### src/rtl/max7219_pkg.sv
// Shared definitions for the MAX7219 command sequencer: register addresses,
// FSM encoding, sequence lengths and the SPI word formatter.
package max7219_pkg;

   localparam logic [3:0] ADDR_NOOP      = 4'h0;
   localparam logic [3:0] ADDR_DIGIT0    = 4'h1;
   localparam logic [3:0] ADDR_DECODE    = 4'h9;
   localparam logic [3:0] ADDR_INTENSITY = 4'hA;
   localparam logic [3:0] ADDR_SCAN      = 4'hB;
   localparam logic [3:0] ADDR_SHUTDOWN  = 4'hC;
   localparam logic [3:0] ADDR_TEST      = 4'hF;

   localparam int INIT_LEN  = 6;
   localparam int DIGIT_CNT = 8;

   typedef enum logic [2:0] {
      ST_INIT,
      ST_IDLE,
      ST_LATCH,
      ST_ISSUE,
      ST_WAIT
   } state_t;

   function automatic logic [15:0] make_word(input logic [3:0] addr, input logic [7:0] data);
      return {4'h0, addr, data};
   endfunction

endpackage

### src/rtl/max7219_refresh_tick.sv
// Free-running divider: one-cycle tick every REFRESH_DIV enabled clock cycles.
module max7219_refresh_tick #(
   parameter int REFRESH_DIV = 500_000
) (
   input  logic clk,
   input  logic rst_n,
   input  logic en,
   output logic tick
);

   localparam int CNT_W = (REFRESH_DIV > 1) ? $clog2(REFRESH_DIV) : 1;
   localparam logic [CNT_W-1:0] LAST = CNT_W'(REFRESH_DIV - 1);

   logic [CNT_W-1:0] cnt;

   always_ff @(posedge clk) begin
      if (!rst_n) begin
         cnt  <= '0;
         tick <= 1'b0;
      end else begin
         tick <= 1'b0;
         if (en) begin
            if (cnt == LAST) begin
               cnt  <= '0;
               tick <= 1'b1;
            end else begin
               cnt <= cnt + 1'b1;
            end
         end
      end
   end

endmodule

### src/rtl/max7219_ctrl.sv
// MAX7219 command sequencer: sends the init words once, then refreshes the
// eight digit registers from a snapshot of the BCD bus on tick or request.
module max7219_ctrl
   import max7219_pkg::*;
#(
   parameter logic [7:0] DECODE_MODE = 8'hFF,
   parameter logic [3:0] INTENSITY   = 4'h8,
   parameter logic [2:0] SCAN_LIMIT  = 3'd7,
   parameter int         REFRESH_DIV = 500_000
) (
   input  logic        clk,
   input  logic        rst_n,
   input  logic [31:0] digits_in,
   input  logic [7:0]  dp_in,
   input  logic        update,
   output logic        spi_start,
   output logic [15:0] spi_data,
   input  logic        spi_busy,
   input  logic        spi_done,
   output logic        init_done,
   output logic        frame_done
);

   state_t      state;
   logic [2:0]  index;
   logic        init_phase;
   logic        pending;
   logic [31:0] bcd_snap;
   logic [7:0]  dp_snap;
   logic        tick;
   logic        last_word;
   logic [15:0] word;

   max7219_refresh_tick #(
      .REFRESH_DIV(REFRESH_DIV)
   ) u_tick (
      .clk  (clk),
      .rst_n(rst_n),
      .en   (init_done),
      .tick (tick)
   );

   assign last_word = init_phase ? (index == 3'(INIT_LEN - 1)) : (index == 3'(DIGIT_CNT - 1));

   always_comb begin
      word = '0;
      if (init_phase) begin
         case (index)
            3'd0:    word = make_word(ADDR_SHUTDOWN, 8'h00);
            3'd1:    word = make_word(ADDR_TEST, 8'h00);
            3'd2:    word = make_word(ADDR_DECODE, DECODE_MODE);
            3'd3:    word = make_word(ADDR_INTENSITY, {4'h0, INTENSITY});
            3'd4:    word = make_word(ADDR_SCAN, {5'b0_0000, SCAN_LIMIT});
            3'd5:    word = make_word(ADDR_SHUTDOWN, 8'h01);
            default: word = make_word(ADDR_NOOP, 8'h00);
         endcase
      end else begin
         // Nibbles above 9 go through untouched; the chip maps them to Code-B symbols.
         word = make_word(ADDR_DIGIT0 + {1'b0, index},
                          {dp_snap[index], 3'b000, bcd_snap[{index, 2'b00} +: 4]});
      end
   end

   always_ff @(posedge clk) begin
      if (!rst_n) begin
         state      <= ST_INIT;
         index      <= '0;
         init_phase <= 1'b1;
         pending    <= 1'b0;
         spi_start  <= 1'b0;
         spi_data   <= '0;
         init_done  <= 1'b0;
         frame_done <= 1'b0;
      end else begin
         spi_start  <= 1'b0;
         frame_done <= 1'b0;
         case (state)
            ST_INIT: begin
               index      <= '0;
               init_phase <= 1'b1;
               state      <= ST_ISSUE;
            end
            ST_IDLE: begin
               if (pending) begin
                  pending <= 1'b0;
                  state   <= ST_LATCH;
               end
            end
            ST_LATCH: begin
               bcd_snap   <= digits_in;
               dp_snap    <= dp_in;
               index      <= '0;
               init_phase <= 1'b0;
               state      <= ST_ISSUE;
            end
            ST_ISSUE: begin
               if (!spi_busy) begin
                  spi_data  <= word;
                  spi_start <= 1'b1;
                  state     <= ST_WAIT;
               end
            end
            ST_WAIT: begin
               if (spi_done) begin
                  if (last_word) begin
                     state <= ST_IDLE;
                     if (init_phase) init_done  <= 1'b1;
                     else            frame_done <= 1'b1;
                  end else begin
                     index <= index + 3'd1;
                     state <= ST_ISSUE;
                  end
               end
            end
            default: state <= ST_INIT;
         endcase
         // A request landing on the LATCH-entry cycle must survive the clear above.
         if (update || tick) pending <= 1'b1;
      end
   end

endmodule

### config.mk
export PLATFORM = sky130hd
export DESIGN_NAME = max7219_ctrl
export DESIGN_NICKNAME = d
export VERILOG_FILES = /design/src/rtl/max7219_pkg.sv /design/src/rtl/max7219_refresh_tick.sv /design/src/rtl/max7219_ctrl.sv
export SDC_FILE = /design/constraint.sdc
export NUM_CORES = 1
export LEC_CHECK = 0
export ABC_AREA = 0
export CORE_UTILIZATION = 40
export DETAILED_ROUTE_END_ITERATION = 10
export MAX_ROUTING_LAYER = met4
export PLACE_DENSITY = 0.75
export SLEW_MARGIN = 20
export SYNTH_ARGS = -nofsm -noshare
export SYNTH_HDL_FRONTEND = slang
export SYNTH_SLANG_ARGS = --single-unit
### constraint.sdc
create_clock -name clk -period 10.3 [get_ports clk]
set_input_delay 1.03 -clock clk [delete_from_list [all_inputs] [get_ports clk]]
set_output_delay 1.03 -clock clk [all_outputs]
set_load 0.1 [all_outputs]
==> run_summary.xml, run 1 <==
<?xml version="1.0" encoding="UTF-8"?>
<metrics>
  <group name="finish">
    <metric name="most-common-layout-cells" unit="">clkdlybuf4s50_1 (59), dfxtp_1 (41), edfxtp_1 (40), nor2_1 (27), a21oi_1 (16)</metric>
    <metric name="num-fill-cells" unit="">721</metric>
    <metric name="multi_input_comb_area" unit="um^2">1370</metric>
    <metric name="flow.area_growth_from_synthesis" unit="%">23.1</metric>
    <metric name="layout.cells.most_common" unit="">clkdlybuf4s50_1</metric>
    <metric name="ff_latch_area" unit="um^2">2020</metric>
    <metric name="fraction_of_final_layout_cells_sized_beyond_drive_strength_1" unit="%">10.9</metric>
    <metric name="layout.core_utilization" unit="%">52.0</metric>
    <metric name="num_antenna_cells" unit="">0</metric>
    <metric name="final_nets" unit="">394</metric>
  </group>
  <group name="timing">
    <metric name="timing.final.max_slew_violations" unit="">0</metric>
    <metric name="finalSetupViolations" unit="">0</metric>
    <metric name="clock-skew-final" unit="ns">0.00697</metric>
    <metric name="worst_slew_margin_rel" unit="%">31.8</metric>
    <metric name="grt_setup_unrepaired" unit="">no</metric>
    <metric name="report.final.hold_viol_count" unit="">0</metric>
    <metric name="period_minus_slack" unit="ns">3.06</metric>
    <metric name="fin_tns_setup" unit="ns">0</metric>
    <metric name="post-route-period-util" unit="%">29.7</metric>
    <metric name="max_freq" unit="MHz">327</metric>
    <metric name="worst-slew-pin-transition" unit="ns">1.02</metric>
  </group>
  <group name="power">
    <metric name="power_density" unit="nW/um^2">149</metric>
    <metric name="p_int" unit="W">0.000488</metric>
    <metric name="leakage" unit="nW">1.45</metric>
    <metric name="share_clk_of_total_power" unit="%">36.0</metric>
    <metric name="power_switching" unit="W">0.000160</metric>
    <metric name="fraction_of_power_consumed_by_combinational_cells" unit="%">9.2</metric>
    <metric name="seqPwrFrac" unit="%">54.8</metric>
    <metric name="swShare" unit="%">24.7</metric>
    <metric name="vdd_drop_max" unit="mV">0.0823</metric>
  </group>
  <group name="critical_path">
    <metric name="reg2reg_from" unit="">index[1]</metric>
    <metric name="cp_max_fo" unit="">8</metric>
    <metric name="worst-setup-path-type" unit="">reg2out</metric>
    <metric name="critical_path.slowest_cell" unit="">clkdlybuf4s50_1</metric>
    <metric name="worst-r2r-cell-count" unit="">6</metric>
    <metric name="cp_num_buf_inv" unit="">1</metric>
    <metric name="timing.reg2reg.setup_slack" unit="ns">8.03</metric>
    <metric name="worst_ep_arrival_time" unit="ns">2.03</metric>
    <metric name="peak_per_stage_delay_on_the_critical_path" unit="ns">1.19</metric>
    <metric name="cp-end-kind" unit="">primary output</metric>
    <metric name="crit_path_cell_trace" unit="">clkdlybuf4s50_1</metric>
    <metric name="cp-start-kind" unit="">flop</metric>
    <metric name="worst_path_top_cell_family_by_delay" unit="">buffers and inverters</metric>
    <metric name="crit-reg2reg-capture" unit="">index[2]</metric>
    <metric name="worst-endpoint-required" unit="ns">9.27</metric>
  </group>
  <group name="placement">
    <metric name="port_buffer_count" unit="">59</metric>
    <metric name="finalWeightedCongestion" unit="">0.768</metric>
    <metric name="hpwl" unit="mm">4.57</metric>
  </group>
  <group name="cts">
    <metric name="ctsLongestPathBuffers" unit="">2</metric>
    <metric name="post-cts-setup-buffers" unit="">0</metric>
    <metric name="clock_insertion_delay_worst_skew" unit="ns">0.35</metric>
    <metric name="clkSlewWorstSetupHoldPaths" unit="ns">0.09</metric>
    <metric name="cts_root_buf" unit="">clkbuf_8</metric>
    <metric name="cts_htree_levels" unit="">3</metric>
    <metric name="clock_sinks" unit="">81</metric>
    <metric name="cts_buffers" unit="">9</metric>
    <metric name="cts_hold_buf" unit="">0</metric>
    <metric name="tritoncts" unit="">built</metric>
    <metric name="resized_after_cts" unit="">0</metric>
  </group>
  <group name="grt">
    <metric name="wire_length_of_the_first_global_routing_pass" unit="mm">11.0</metric>
    <metric name="globalRoute.totalOverflow" unit="">0</metric>
    <metric name="grt_start_max_net_pins" unit="">29</metric>
    <metric name="antenna_found_initial" unit="">0</metric>
    <metric name="grtUsageTotal" unit="%">16.3</metric>
    <metric name="via_count_of_the_first_global_routing_pass" unit="">2318</metric>
  </group>
  <group name="floorplanning">
    <metric name="die_area" unit="um^2">9240</metric>
    <metric name="std_cell_rows" unit="">33</metric>
    <metric name="die_h" unit="um">96.1</metric>
    <metric name="fp.coreArea" unit="um^2">8380</metric>
    <metric name="die_width" unit="um">96.1</metric>
    <metric name="ios" unit="">64</metric>
    <metric name="initial_core_util" unit="%">42.3</metric>
  </group>
  <group name="synthesis">
    <metric name="ys_ff_latch" unit="">81</metric>
    <metric name="synth_cell_type_count" unit="">52</metric>
    <metric name="postSynth.topFlopCell" unit="">dfxtp_1</metric>
    <metric name="synthesis.instances" unit="">292</metric>
    <metric name="mean_post_synth_cell_area" unit="um^2">12.1</metric>
    <metric name="yosysWarningCount" unit="">0</metric>
    <metric name="async_flop_share" unit="%">0</metric>
    <metric name="synth_edf_count" unit="">40</metric>
    <metric name="syn-cell-area" unit="um^2">3540</metric>
    <metric name="synth_seq_area_share" unit="%">57.1</metric>
  </group>
  <group name="route">
    <metric name="drt_drc_violations_left" unit="">0</metric>
    <metric name="detail_route.wl_per_cell" unit="um">14.3</metric>
    <metric name="ant_nets" unit="">0</metric>
    <metric name="via_count" unit="">2414</metric>
    <metric name="drt-vias-per-instance" unit="">5.33</metric>
    <metric name="dr.first_iter.drc_count" unit="">146</metric>
    <metric name="detail_route.wirelength" unit="mm">6.49</metric>
    <metric name="detail_route.first_pass.iterations" unit="">4</metric>
  </group>
  <group name="flow_run">
    <metric name="cap_viol_max_count" unit="">0</metric>
  </group>
  <group name="hold_path">
    <metric name="timing.hold.worst.class" unit="">reg2reg</metric>
    <metric name="whs_path_depth" unit="">2</metric>
    <metric name="hold_path_end" unit="">pending</metric>
    <metric name="hold_path.startpoint" unit="">u_tick.tick</metric>
  </group>
  <group name="status">
    <metric name="status" unit="">finished, final reports clean</metric>
  </group>
</metrics>
worst max-delay path by stage:
stage	start	to	slack, ns	depth (start not counted)
global route	rst_n	bcd_snap[31]	7.17	4
floorplan	rst_n	bcd_snap[0]	4.25	3
detailed placement	rst_n	bcd_snap[10]	6.99	4
CTS	init_done	init_done	7.24	1
global placement	rst_n	bcd_snap[31]	7.05	4
finish	init_done	init_done	7.24	1
power by group through the flow:
stage          registers, W  clock network [W]  logic [W]
2_1_floorplan      0.000370                  0  0.0000294
3_3_place_gp       0.000363                  0  0.0000589
3_5_place_dp       0.000363                  0  0.0000597
4_1_cts            0.000356           0.000239  0.0000599
5_1_grt            0.000357           0.000250  0.0000636
6_report           0.000356           0.000233  0.0000594
cell families (layout without fill, tap and decap cells):
kind of cell | count (synthesis) | after routing | synth area share [%]
xor+xnor | 12 | 12 | 2.97
flops | 81 | 81 | 57.1
fa+ha+maj | 6 | 6 | 2.12
simple gates | 99 | 99 | 15.9
compound gates | 47 | 47 | 9.22
buf+inv | 31 | 84 | 4.80
mux | 15 | 15 | 7.77
other cells | 1 | 4 | 0.106
sequential cells by signal, summed over array words and instances (netlist names):
register and flops:
init_phase 1, index 3, spi_data 10, u_tick.tick 1
state 3, u_tick.cnt 19, frame_done 1, spi_start 1
bcd_snap 32, init_done 1, pending 1, dp_snap 8
cell usage after synthesis (3+ instances only):
| cell type | number | area (um^2) |
|---|---|---|
| o31ai_1 | 3 | 22.5 |
| nand4_1 | 6 | 37.5 |
| nor2b_1 | 3 | 18.8 |
| a211oi_1 | 8 | 60.1 |
| or4_1 | 3 | 22.5 |
| nand2b_1 | 4 | 25.0 |
| and3_1 | 4 | 25.0 |
| nand3_1 | 13 | 65.1 |
| buf_4 | 7 | 52.6 |
| ha_1 | 6 | 75.1 |
| nor2_1 | 27 | 101 |
| mux4_2 | 10 | 225 |
| mux2i_1 | 5 | 50.1 |
| nor3_1 | 7 | 35.0 |
| dfxtp_1 | 41 | 821 |
| edfxtp_1 | 40 | 1200 |
| a21oi_1 | 16 | 80.1 |
| xor2_1 | 9 | 78.8 |
| inv_1 | 6 | 22.5 |
| clkbuf_1 | 5 | 18.8 |
| buf_2 | 9 | 45.0 |
| xnor2_1 | 3 | 26.3 |
| o21ai_0 | 10 | 50.1 |
| or3_1 | 4 | 25.0 |
| nor4_1 | 3 | 18.8 |
| nand2_1 | 8 | 30.0 |
metal layers:
layer  GRT usage [%]  wire (um)  up-vias  part of all wire, %
li1                -          -     1184                    -
met1            21.3       3000     1144                   46
met2            24.5       3010       78                   46
met3            3.79        363        8                  5.6
met4            6.59        112        0                  1.7
met5               -          0        -                    0
metrics by stage:
step	worst slack, ns	total power, W	instances	cell area, um^2	hold slack, ns
2_1_floorplan	4.25	0.000399	295	3550	0.417
3_3_place_gp	7.05	0.000421	437	4160	0.434
3_5_place_dp	6.99	0.000423	437	4160	0.445
4_1_cts	7.24	0.000655	453	4360	0.461
5_1_grt	7.17	0.000671	453	4360	0.488
6_report	7.24	0.000648	453	4360	0.456
final cells by class:
cell class              instances  share of cell area (%)
clock buffers                   9                    2.84
multi-input cells             183                    31.4
flip-flops and latches         81                    46.4
inverters                       6                   0.517
repair buffers                 62                    14.1
well taps                     105                    3.01
clock inverters                 7                    1.81
Note: power is estimated with default switching activity, not from simulation.
==> run 2, diff against run 1 <==
Clock period 10.3 ns to 3.08 ns, I/O delays scaled along.
==> run_summary.xml, run 2 (synthesized netlist as in run 1, its figures left out) <==
<?xml version="1.0" encoding="UTF-8"?>
<metrics>
  <group name="floorplanning">
    <metric name="die_area" unit="um^2">9240</metric>
    <metric name="std_cell_rows" unit="">33</metric>
    <metric name="ios" unit="">64</metric>
    <metric name="die_width" unit="um">96.1</metric>
    <metric name="die_h" unit="um">96.1</metric>
    <metric name="fp.coreArea" unit="um^2">8380</metric>
    <metric name="initial_core_util" unit="%">42.3</metric>
  </group>
  <group name="timing">
    <metric name="max_freq" unit="MHz">459</metric>
    <metric name="clock-skew-final" unit="ns">0.00796</metric>
    <metric name="worst-slew-pin-transition" unit="ns">1.00</metric>
    <metric name="worst_slew_margin_rel" unit="%">32.9</metric>
    <metric name="timing.hold.ws" unit="ns">0.471</metric>
    <metric name="finalSetupViolations" unit="">0</metric>
    <metric name="report.final.hold_viol_count" unit="">0</metric>
    <metric name="period_minus_slack" unit="ns">2.18</metric>
    <metric name="post-route-period-util" unit="%">70.7</metric>
    <metric name="grt_setup_unrepaired" unit="">no</metric>
    <metric name="fin_tns_setup" unit="ns">0</metric>
    <metric name="timing.final.max_slew_violations" unit="">0</metric>
  </group>
  <group name="placement">
    <metric name="hpwl" unit="mm">4.63</metric>
    <metric name="port_buffer_count" unit="">59</metric>
    <metric name="finalWeightedCongestion" unit="">0.816</metric>
  </group>
  <group name="critical_path">
    <metric name="cp_max_fo" unit="">4</metric>
    <metric name="reg2reg_from" unit="">u_tick.cnt[0]</metric>
    <metric name="critical_path.slowest_cell" unit="">clkdlybuf4s50_1</metric>
    <metric name="cp_num_buf_inv" unit="">1</metric>
    <metric name="cp-end-kind" unit="">primary output</metric>
    <metric name="worst_ep_arrival_time" unit="ns">1.87</metric>
    <metric name="cp-start-kind" unit="">flop</metric>
    <metric name="startpoint" unit="">spi_data[6]</metric>
    <metric name="worst_path_top_cell_family_by_delay" unit="">buffers and inverters</metric>
    <metric name="peak_per_stage_delay_on_the_critical_path" unit="ns">1.14</metric>
    <metric name="crit_path_cell_trace" unit="">clkdlybuf4s50_1</metric>
    <metric name="worst-endpoint-required" unit="ns">2.77</metric>
    <metric name="worst-setup-path-type" unit="">reg2out</metric>
  </group>
  <group name="grt">
    <metric name="antenna_found_initial" unit="">0</metric>
    <metric name="globalRoute.totalOverflow" unit="">0</metric>
    <metric name="grtUsageTotal" unit="%">17.1</metric>
    <metric name="wire_length_of_the_first_global_routing_pass" unit="mm">11.5</metric>
    <metric name="grt_start_max_net_pins" unit="">33</metric>
    <metric name="via_count_of_the_first_global_routing_pass" unit="">2419</metric>
  </group>
  <group name="status">
    <metric name="status" unit="">finished, final reports clean</metric>
  </group>
  <group name="finish">
    <metric name="layout.core_utilization" unit="%">52.5</metric>
    <metric name="most-common-layout-cells" unit="">clkdlybuf4s50_1 (58), dfxtp_1 (41), edfxtp_1 (40), nor2_1 (27), a21oi_1 (16)</metric>
    <metric name="final_nets" unit="">398</metric>
    <metric name="fraction_of_final_layout_cells_sized_beyond_drive_strength_1" unit="%">12.5</metric>
    <metric name="num_antenna_cells" unit="">0</metric>
    <metric name="largest_register" unit="">bcd_snap</metric>
    <metric name="largest_register_ffs" unit="">32</metric>
    <metric name="layout.cells.most_common" unit="">clkdlybuf4s50_1</metric>
    <metric name="leading_registers_by_flop_count" unit="">bcd_snap (32), u_tick.cnt (19), spi_data (10)</metric>
    <metric name="flow.area_growth_from_synthesis" unit="%">24.1</metric>
  </group>
  <group name="cts">
    <metric name="cts_buffers" unit="">9</metric>
    <metric name="tritoncts" unit="">built</metric>
    <metric name="cts_root_buf" unit="">clkbuf_8</metric>
    <metric name="resized_after_cts" unit="">0</metric>
    <metric name="clock_insertion_delay_worst_skew" unit="ns">0.36</metric>
    <metric name="cts_hold_buf" unit="">0</metric>
    <metric name="clock_sinks" unit="">81</metric>
    <metric name="ctsLongestPathBuffers" unit="">2</metric>
    <metric name="clkSlewWorstSetupHoldPaths" unit="ns">0.09</metric>
    <metric name="cts_htree_levels" unit="">3</metric>
    <metric name="post-cts-setup-buffers" unit="">0</metric>
  </group>
  <group name="power">
    <metric name="power_density" unit="nW/um^2">500</metric>
    <metric name="leakage" unit="nW">1.47</metric>
    <metric name="vdd_drop_max" unit="mV">0.268</metric>
  </group>
  <group name="route">
    <metric name="detail_route.first_pass.iterations" unit="">4</metric>
    <metric name="dr.first_iter.drc_count" unit="">136</metric>
    <metric name="drt_drc_violations_left" unit="">0</metric>
    <metric name="drt-vias-per-instance" unit="">5.43</metric>
    <metric name="detail_route.wl_per_cell" unit="um">14.9</metric>
    <metric name="detail_route.wirelength" unit="mm">6.81</metric>
    <metric name="via_count" unit="">2482</metric>
    <metric name="ant_nets" unit="">0</metric>
  </group>
  <group name="flow_run">
    <metric name="cap_viol_max_count" unit="">0</metric>
  </group>
  <group name="hold_path">
    <metric name="hold_path.startpoint" unit="">u_tick.tick</metric>
    <metric name="timing.hold.worst.class" unit="">reg2reg</metric>
  </group>
</metrics>
-- run 2: changes by cell type in the layout (fill, tap and decap cells not counted), sizes merged --
cell           change
inv                -1
buf                +5
clkinvlp           +1
clkdlybuf4s50      -1
-- run 2: worst paths after layout --
check / end / slack (ns) / cells past startpoint
hold / removal: pending / 0.47 / 2
setup reg to reg: u_tick.cnt[1] / 1.01 / 5
hold reg to reg: pending / 0.47 / 2
setup / recovery: spi_data[5] / 0.90 / 1
-- run 2: power by group --
part | internal [W] | leakage, nW | switching, W
registers | 0.00116 | 0.698 | 0.0000267
logic | 0.0000889 | 0.676 | 0.000114
clock network | 0.000382 | 0.0975 | 0.000421
total | 0.00164 | 1.47 | 0.000562
-- run 2: metal layers --
metal | up-vias | wire length [um] | global-route usage (%)
met5 | - | 0 | -
met2 | 84 | 3170 | 25.9
met1 | 1197 | 3180 | 22.4
li1 | 1191 | - | -
met3 | 10 | 359 | 3.55
met4 | 0 | 104 | 6.97
-- run 2: area by class of cell --
| type | count | area, um^2 |
|---|---|---|
| clock buffers | 9 | 124 |
| clock inverters | 7 | 80.1 |
| fillers | 706 | 3990 |
| inverters | 6 | 22.5 |
| multi-input cells | 183 | 1380 |
| flip-flops and latches | 81 | 2020 |
| well taps | 105 | 131 |
| repair buffers | 66 | 641 |
-- run 2: per-stage QoR --
step,area [um^2],power [W],setup slack (ns),cells
floorplan,3570,0.00134,0.685,295
global placement,4190,0.00141,1.01,441
detailed placement,4190,0.00142,0.984,441
CTS,4400,0.00221,0.875,457
global route,4400,0.00227,0.763,457
finish,4400,0.00220,0.901,457
